--- src/rtl/uart_port.sv ---
// rtl/uart_port.sv - 8N1 UART transmitter/receiver driving the j1 UART strobe interface
module uart_port #(
    parameter int CLKS_PER_BIT = 104
) (
    input  logic       clk,
    input  logic       resetq,
    input  logic       uart0_wr,
    input  logic [7:0] uart_w,
    output logic       uart0_busy,
    input  logic       uart0_rd,
    output logic       uart0_valid,
    output logic [7:0] uart0_data,
    input  logic       uart0_rx,
    output logic       uart0_tx,
    output logic       rx_frame_err,
    output logic       rx_overrun
);

    localparam logic [15:0] BIT_CNT  = 16'(CLKS_PER_BIT);
    localparam logic [15:0] HALF_CNT = 16'(CLKS_PER_BIT / 2);

    typedef enum logic [1:0] {
        ST_IDLE  = 2'd0,
        ST_START = 2'd1,
        ST_DATA  = 2'd2,
        ST_STOP  = 2'd3
    } state_e;

    state_e      tx_state_q, tx_state_d;
    logic [15:0] tx_cnt_q, tx_cnt_d;
    logic [2:0]  tx_bit_q, tx_bit_d;
    logic [7:0]  tx_shift_q, tx_shift_d;

    always_ff @(posedge clk or negedge resetq) begin
        if (!resetq) begin
            tx_state_q <= ST_IDLE;
            tx_cnt_q   <= '0;
            tx_bit_q   <= '0;
            tx_shift_q <= '0;
        end else begin
            tx_state_q <= tx_state_d;
            tx_cnt_q   <= tx_cnt_d;
            tx_bit_q   <= tx_bit_d;
            tx_shift_q <= tx_shift_d;
        end
    end

    // Counters load a full period and roll over on the cycle they read 1.
    always_comb begin
        tx_state_d = tx_state_q;
        tx_cnt_d   = tx_cnt_q;
        tx_bit_d   = tx_bit_q;
        tx_shift_d = tx_shift_q;
        case (tx_state_q)
            ST_IDLE: begin
                if (uart0_wr) begin
                    tx_state_d = ST_START;
                    tx_shift_d = uart_w;
                    tx_cnt_d   = BIT_CNT;
                    tx_bit_d   = '0;
                end
            end
            ST_START: begin
                if (tx_cnt_q == 16'd1) begin
                    tx_state_d = ST_DATA;
                    tx_cnt_d   = BIT_CNT;
                end else begin
                    tx_cnt_d = tx_cnt_q - 16'd1;
                end
            end
            ST_DATA: begin
                if (tx_cnt_q == 16'd1) begin
                    tx_cnt_d   = BIT_CNT;
                    tx_shift_d = {1'b0, tx_shift_q[7:1]};
                    tx_bit_d   = tx_bit_q + 3'd1;
                    if (tx_bit_q == 3'd7) begin
                        tx_state_d = ST_STOP;
                    end
                end else begin
                    tx_cnt_d = tx_cnt_q - 16'd1;
                end
            end
            ST_STOP: begin
                if (tx_cnt_q == 16'd1) begin
                    tx_state_d = ST_IDLE;
                end else begin
                    tx_cnt_d = tx_cnt_q - 16'd1;
                end
            end
            default: tx_state_d = ST_IDLE;
        endcase
    end

    always_comb begin
        uart0_tx   = 1'b1;
        uart0_busy = 1'b1;
        case (tx_state_q)
            ST_IDLE:  uart0_busy = 1'b0;
            ST_START: uart0_tx   = 1'b0;
            ST_DATA:  uart0_tx   = tx_shift_q[0];
            default:  uart0_tx   = 1'b1;
        endcase
    end

    logic rx_meta_q, rx_sync_q;

    always_ff @(posedge clk or negedge resetq) begin
        if (!resetq) begin
            rx_meta_q <= 1'b1;
            rx_sync_q <= 1'b1;
        end else begin
            rx_meta_q <= uart0_rx;
            rx_sync_q <= rx_meta_q;
        end
    end

    state_e      rx_state_q, rx_state_d;
    logic [15:0] rx_cnt_q, rx_cnt_d;
    logic [2:0]  rx_bit_q, rx_bit_d;
    logic [7:0]  rx_shift_q, rx_shift_d;
    logic [7:0]  data_q, data_d;
    logic        valid_q, valid_d;
    logic        frame_err_q, frame_err_d;
    logic        overrun_q, overrun_d;

    always_ff @(posedge clk or negedge resetq) begin
        if (!resetq) begin
            rx_state_q  <= ST_IDLE;
            rx_cnt_q    <= '0;
            rx_bit_q    <= '0;
            rx_shift_q  <= '0;
            data_q      <= '0;
            valid_q     <= 1'b0;
            frame_err_q <= 1'b0;
            overrun_q   <= 1'b0;
        end else begin
            rx_state_q  <= rx_state_d;
            rx_cnt_q    <= rx_cnt_d;
            rx_bit_q    <= rx_bit_d;
            rx_shift_q  <= rx_shift_d;
            data_q      <= data_d;
            valid_q     <= valid_d;
            frame_err_q <= frame_err_d;
            overrun_q   <= overrun_d;
        end
    end

    // A completing byte takes priority over a read in the same cycle.
    always_comb begin
        rx_state_d  = rx_state_q;
        rx_cnt_d    = rx_cnt_q;
        rx_bit_d    = rx_bit_q;
        rx_shift_d  = rx_shift_q;
        data_d      = data_q;
        valid_d     = valid_q && !uart0_rd;
        frame_err_d = 1'b0;
        overrun_d   = 1'b0;
        case (rx_state_q)
            ST_IDLE: begin
                if (!rx_sync_q) begin
                    rx_state_d = ST_START;
                    rx_cnt_d   = HALF_CNT;
                end
            end
            ST_START: begin
                if (rx_cnt_q == 16'd1) begin
                    if (rx_sync_q) begin
                        rx_state_d = ST_IDLE;
                    end else begin
                        rx_state_d = ST_DATA;
                        rx_cnt_d   = BIT_CNT;
                        rx_bit_d   = '0;
                    end
                end else begin
                    rx_cnt_d = rx_cnt_q - 16'd1;
                end
            end
            ST_DATA: begin
                if (rx_cnt_q == 16'd1) begin
                    rx_shift_d = {rx_sync_q, rx_shift_q[7:1]};
                    rx_cnt_d   = BIT_CNT;
                    rx_bit_d   = rx_bit_q + 3'd1;
                    if (rx_bit_q == 3'd7) begin
                        rx_state_d = ST_STOP;
                    end
                end else begin
                    rx_cnt_d = rx_cnt_q - 16'd1;
                end
            end
            ST_STOP: begin
                if (rx_cnt_q == 16'd1) begin
                    rx_state_d = ST_IDLE;
                    if (rx_sync_q) begin
                        data_d    = rx_shift_q;
                        valid_d   = 1'b1;
                        overrun_d = valid_q && !uart0_rd;
                    end else begin
                        frame_err_d = 1'b1;
                    end
                end else begin
                    rx_cnt_d = rx_cnt_q - 16'd1;
                end
            end
            default: rx_state_d = ST_IDLE;
        endcase
    end

    assign uart0_valid  = valid_q;
    assign uart0_data   = data_q;
    assign rx_frame_err = frame_err_q;
    assign rx_overrun   = overrun_q;

endmodule

--- config.mk ---
export PLATFORM = sky130hd
export DESIGN_NAME = uart_port
export DESIGN_NICKNAME = d
export VERILOG_FILES = /design/src/rtl/uart_port.sv
export SDC_FILE = /design/constraint.sdc
export NUM_CORES = 1
export LEC_CHECK = 0
export ABC_AREA = 1
export ABC_CLOCK_PERIOD_IN_PS = 4600
export BUFFER_PORTS_ARGS = -buffer_cell sky130_fd_sc_hd__buf_2
export CORE_ASPECT_RATIO = 0.7
export CORE_MARGIN = 4
export CORE_UTILIZATION = 40
export CTS_BUF_LIST = sky130_fd_sc_hd__clkbuf_4 sky130_fd_sc_hd__clkbuf_8
export DETAILED_ROUTE_END_ITERATION = 8
export PLACE_DENSITY = 0.59
export SETUP_SLACK_MARGIN = 0.15
export SLEW_MARGIN = 40
export SYNTH_ARGS = -nofsm -noshare
export SYNTH_HDL_FRONTEND = slang
export SYNTH_SLANG_ARGS = --single-unit
--- constraint.sdc ---
create_clock -name clk -period 4.6 [get_ports clk]
set_input_delay 0.92 -clock clk [delete_from_list [all_inputs] [get_ports clk]]
set_output_delay 0.92 -clock clk [all_outputs]
set_load 0.02 [all_outputs]
### Yosys cells after proc, flatten, opt, wreduce, memory -nomap -nowiden

Cells that the tools add are included.

| storage, ports and cells | value |
|---|---|
| memory bits (read-only) | 0 |
| output and inout bits | 13 |
| bits in registers | 71 |
| memory bits (writable) | 0 |
| word-level logic and storage cells | 101 |
| bits of input ports | 13 |
| bits in latches | 0 |
| memories | 0 |

| operators by class | value |
|---|---|
| bitwise gates (word level) | 0 |
| $mul | 0 |
| magnitude comparators | 0 |
| add/subtract/negate cells | 4 |
| reductions and logical operators | 15 |
| div/mod/pow operators | 0 |
| shift-type cells | 0 |
| eq/ne operators | 24 |
| multiplexer cells | 44 |

Operator list:

| kind | number |
|---|---|
| 16-bit 2-to-1 mux | 8 |
| 16-bit case mux with 4 select lines | 1 |
| 16-bit case mux with 3 select lines | 1 |
| 16-bit by 1-bit == test with 1-bit output (second input constant) | 2 |
| 16-bit by 1-bit subtractor with 16-bit output (second input constant) | 2 |
| 2-bit != test (second input constant) | 13 |
| 2-bit 2-to-1 mux | 11 |
| 8-bit 2-to-1 mux | 2 |
| 2-bit case mux with 4 select lines | 2 |
| 8-bit case mux with 2 select lines | 1 |
| 3-bit 2-to-1 mux | 5 |
| 3-bit case mux with 2 select lines | 2 |
| 1-bit 2-to-1 mux | 10 |
| 5-bit AND reduction | 2 |
| 3-bit AND reduction | 3 |
| 2-bit == test (second input constant) | 4 |
| 3-bit by 1-bit adder with 3-bit output (second input constant) | 2 |
| 3-bit == test (second input constant) | 2 |
| 2-bit by 1-bit == test with 1-bit output (second input constant) | 2 |
| 2-bit logical NOT | 2 |
| 2-bit AND reduction | 2 |
| 4-bit AND reduction | 1 |
| 2-bit nonzero test | 2 |
| 3-bit != test (second input constant) | 1 |
| 4 further kinds | 4 |

### Longest topological paths before layout

| logic depth | value |
|---|---|
| word-level depth | 5 |
| gate-level depth with buffers | 11 |

### Least setup slack after synthesis

No wires, ideal clock.

| path | value |
|---|---|
| kind | register to output |
| from | register tx_state_q[0] |
| to | output port uart0_tx |
| data required time | 3.680 ns |
| slack | 2.204 ns |
| arrival | 1.476 ns |
| cell stages (with the launch flop) | 6 |
| path through | dfrtp_1 inv_1 ha_1 buf_2 buf_4 o21ai_0 |

| between the ends | value |
|---|---|
| longest elaborated chain between the ends | 2 |
| elaborated cells between the ends (all ways) | 3 |
| those cells by class | eq/ne (2); mux (1) |

RTL lines:

| element | RTL line | RTL |
|---|---|---|
| from (decl) | 29 | `state_e tx_state_q, tx_state_d;` |
| from (signal assigned) | 41 | `tx_state_q <= tx_state_d;` |
| 2-bit == test or 2-bit by 1-bit == test with 1-bit output (tied branches) | 97 | `case (tx_state_q)` |
| 1-bit case mux with 2 select lines * | 97 |  |
| to (decl) | 14 | `output logic uart0_tx,` |

Mark *: on every way between the ends. The rest lies on a longest branch, timed or not.

### Worst setup path in the final report

Ends and elaborated chain as after synthesis.

==> flow_metrics.py <==
metrics = {
    "power_and_ir_drop": {
        "power.density_nw_per_um2": 490.0,
        "irDropWorstVdd_mv": 0.2468,
        "p_leak_nw": 2.514,
    },
    "critical_path": {
        "cp_cell_sequence": "inv_1 -> ha_2 -> nand2_1 -> o21ai_0 -> buf_2",
        "crit_type": "register to output pin",
        "crit_required_ns": 3.68,
        "startpoint_type": "register",
        "crit_path_max_incr_delay_ns": 0.49,
        "worstPathMaxFanout": 18,
        "cp.arrival_ns": 1.79,
        "cp_slowest_cell": "ha_2",
        "cp_num_buf_inv": 2,
        "cp-end-kind": "output pin",
        "crit_family": "adder cells",
    },
    "finish": {
        "ff_latch_area_um2": 1779,
        "stdcell_count": 714,
        "nFillCells": 1021,
        "area_growth_pct": 10.34,
        "n_antenna_cell": 0,
        "drive_above_1_share_pct": 16.15,
        "most-common-layout-cells": "nand2_1, dfrtp_1, nor2_1",
        "multi_input_area_um2": 2177,
        "final_nets": 608,
        "layout_commonest_cell": "nand2_1",
    },
    "cts": {
        "ctsResizeCount": 0,
        "htreeDepth": 3,
        "clock_latency_ns": 0.36,
        "clkTransAtPathRegs_ns": 0.08,
        "cts.path.max_buffers": 2,
        "post_cts_buffers": 0,
        "root_buffer": "clkbuf_8",
        "cts_tree": "done",
        "cts_sinks": 71,
        "cts_buffers": 9,
        "cts_hold_buf": 0,
    },
    "placed_design": {
        "dpl.cell_count": 698,
        "io_buffers": 25,
        "gp_congestion": 0.8540,
        "dpl.hpwl_um": 6271,
    },
    "timing": {
        "post-route-period-util_pct": 58.86,
        "setup_tns_ns": 0,
        "worst_pin_slew_ns": 0.6705,
        "finalSetupViolations": 0,
        "finClkSkew_ns": 0.007788,
        "max_freq_mhz": 369.3,
        "finalCriticalPeriod_ns": 2.708,
        "hold_violations": 0,
        "drv_slew": 0,
        "grt_setup_unrepaired": "false",
        "slew_headroom_pct": 55.30,
    },
    "min_path": {
        "worstHoldPathType": "register to register",
    },
    "detailed_routing": {
        "highest_layer": "met4",
        "firstDrtPassIters": 6,
        "drc": 0,
        "ant_nets": 0,
        "wl_per_cell_um": 12.49,
        "met1_length_um": 4648,
        "drt-total-wl_um": 8918,
        "vias": 3476,
        "met3WireLength_um": 430,
        "drtIter0Drc": 204,
        "via_per_inst": 4.868,
        "met2_length_um": 3750,
    },
    "global_route": {
        "grt_pass1_vias": 3202,
        "grt_max_degree": 72,
        "overflow": 0,
        "antenna_found_initial": 0,
        "grt_pass1_wl_um": 15430,
        "grt_usage_pct": 15.42,
    },
    "synthesis": {
        "synthFlopType": "dfrtp_1",
        "synth.distinct_cells": 38,
        "synth-edff-count": 0,
        "syn_avg_cell_area_um2": 7.761,
        "syn_inst": 552,
        "syn_nets": 583,
        "ys_ff_latch": 71,
        "ys_warn_count": 0,
        "synthArstFlopShare_pct": 100.0,
        "seq_area_frac_synth_pct": 41.53,
        "syn-cell-area_um2": 4284,
    },
    "floorplan": {
        "die_h_um": 94.59,
        "die-area_um2": 12460,
        "ios": 26,
        "fp.dieW_um": 131.7,
        "start_util_pct": 41.21,
        "rows": 31,
        "coreArea_um2": 10400,
    },
    "status": {
        "outcome": "finished, final reports clean",
    },
    "run": {
        "drv_cap": 0,
    },
}
routing by layer:
layer  up-vias  GRT usage (%)
li1       1783              -
met1      1608          22.16
met2        78          22.56
met3         7          4.686
met4         0          4.283
met5         -              0
power by group:
part           internal (mW)  switching [mW]  total, mW
Clock                  0.323           0.255      0.578
Combinational          0.311           0.630      0.941
Sequential             0.718          0.0789      0.797
Total                   1.35           0.964       2.32
metrics by stage:
stage | hold slack, ns | instance area, µm² | worst slack, ns | power [mW] | util, %
2_1_floorplan | 0.3452 | 4284 | 2.204 | 1.555 | -
3_3_place_gp | 0.3478 | 4492 | 1.942 | 1.716 | 43.21
3_5_place_dp | 0.3491 | 4496 | 1.853 | 1.741 | 43.25
4_1_cts | 0.3613 | 4725 | 1.573 | 2.334 | 45.45
5_1_grt | 0.3684 | 4727 | 1.742 | 2.514 | 45.47
6_report | 0.3598 | 4727 | 1.892 | 2.316 | 45.47
cell type report:
cell class / instances / share of cell area (%)
clock buffer: 10 / 2.912
clock inverter: 6 / 1.932
inverter: 65 / 5.188
multi-input combinational: 405 / 46.06
sequential: 71 / 37.64
tap: 132 / 3.494
timing repair buffer: 25 / 2.779
synth_stat cells (2+ instances only):
master | n | share of area [%]
o21ai_1 | 3 | 0.35
o21ai_2 | 8 | 1.6
a21oi_1 | 7 | 0.82
ha_1 | 18 | 5.3
or2_2 | 6 | 0.88
nor2_2 | 6 | 0.88
nor2_8 | 2 | 0.93
nand4_1 | 12 | 1.8
buf_2 | 5 | 0.58
nor2_1 | 62 | 5.4
nand2_2 | 2 | 0.29
dfrtp_1 | 69 | 40
buf_4 | 3 | 0.53
nor2_4 | 4 | 1.1
inv_1 | 61 | 5.3
o211ai_2 | 6 | 1.8
nand3_2 | 3 | 0.70
inv_2 | 3 | 0.26
xnor2_1 | 5 | 1.0
nand3_4 | 2 | 0.82
buf_6 | 2 | 0.53
nand3_1 | 38 | 4.4
o21ai_0 | 19 | 2.2
nand2_4 | 5 | 1.3
nand2_1 | 179 | 16
dfstp_2 | 2 | 1.2
xor2_1 | 9 | 1.8
sequential cells by signal, summed over array words and instances, names as in the netlist, 2 cells and up, named ones only:
signal	flops
rx_shift_q	8
tx_state_q	2
tx_bit_q	3
rx_bit_q	3
rx_cnt_q	16
tx_cnt_q	16
uart0_data	8
tx_shift_q	8
path summary, 6_finish.rpt:
| path | cells after the start | slack [ns] | to | from |
|---|---|---|---|---|
| min | 0 | 0.36 | rx_sync_q | rx_meta_q |
| min in group asynchronous | 1 | 0.55 | rx_cnt_q[15] | resetq |
| max | 5 | 1.89 | uart0_tx | tx_state_q[0] |
| min reg2reg | 0 | 0.36 | rx_sync_q | rx_meta_q |
| max in group asynchronous | 1 | 3.57 | tx_bit_q[0] | resetq |
| max reg2reg | 9 | 2.03 | tx_bit_q[0] | tx_state_q[0] |
cell families after synthesis:
logic type	after synthesis	synth area share, %
xor gates and xnor gates	14	2.862
AOI/OAI and AO/OA	49	8.032
and+or+nand+nor	324	34.61
adders and majority gates	18	5.257
buffers and inverters	76	7.710
DFF	71	41.53
(Power assumes the default switching activity.)
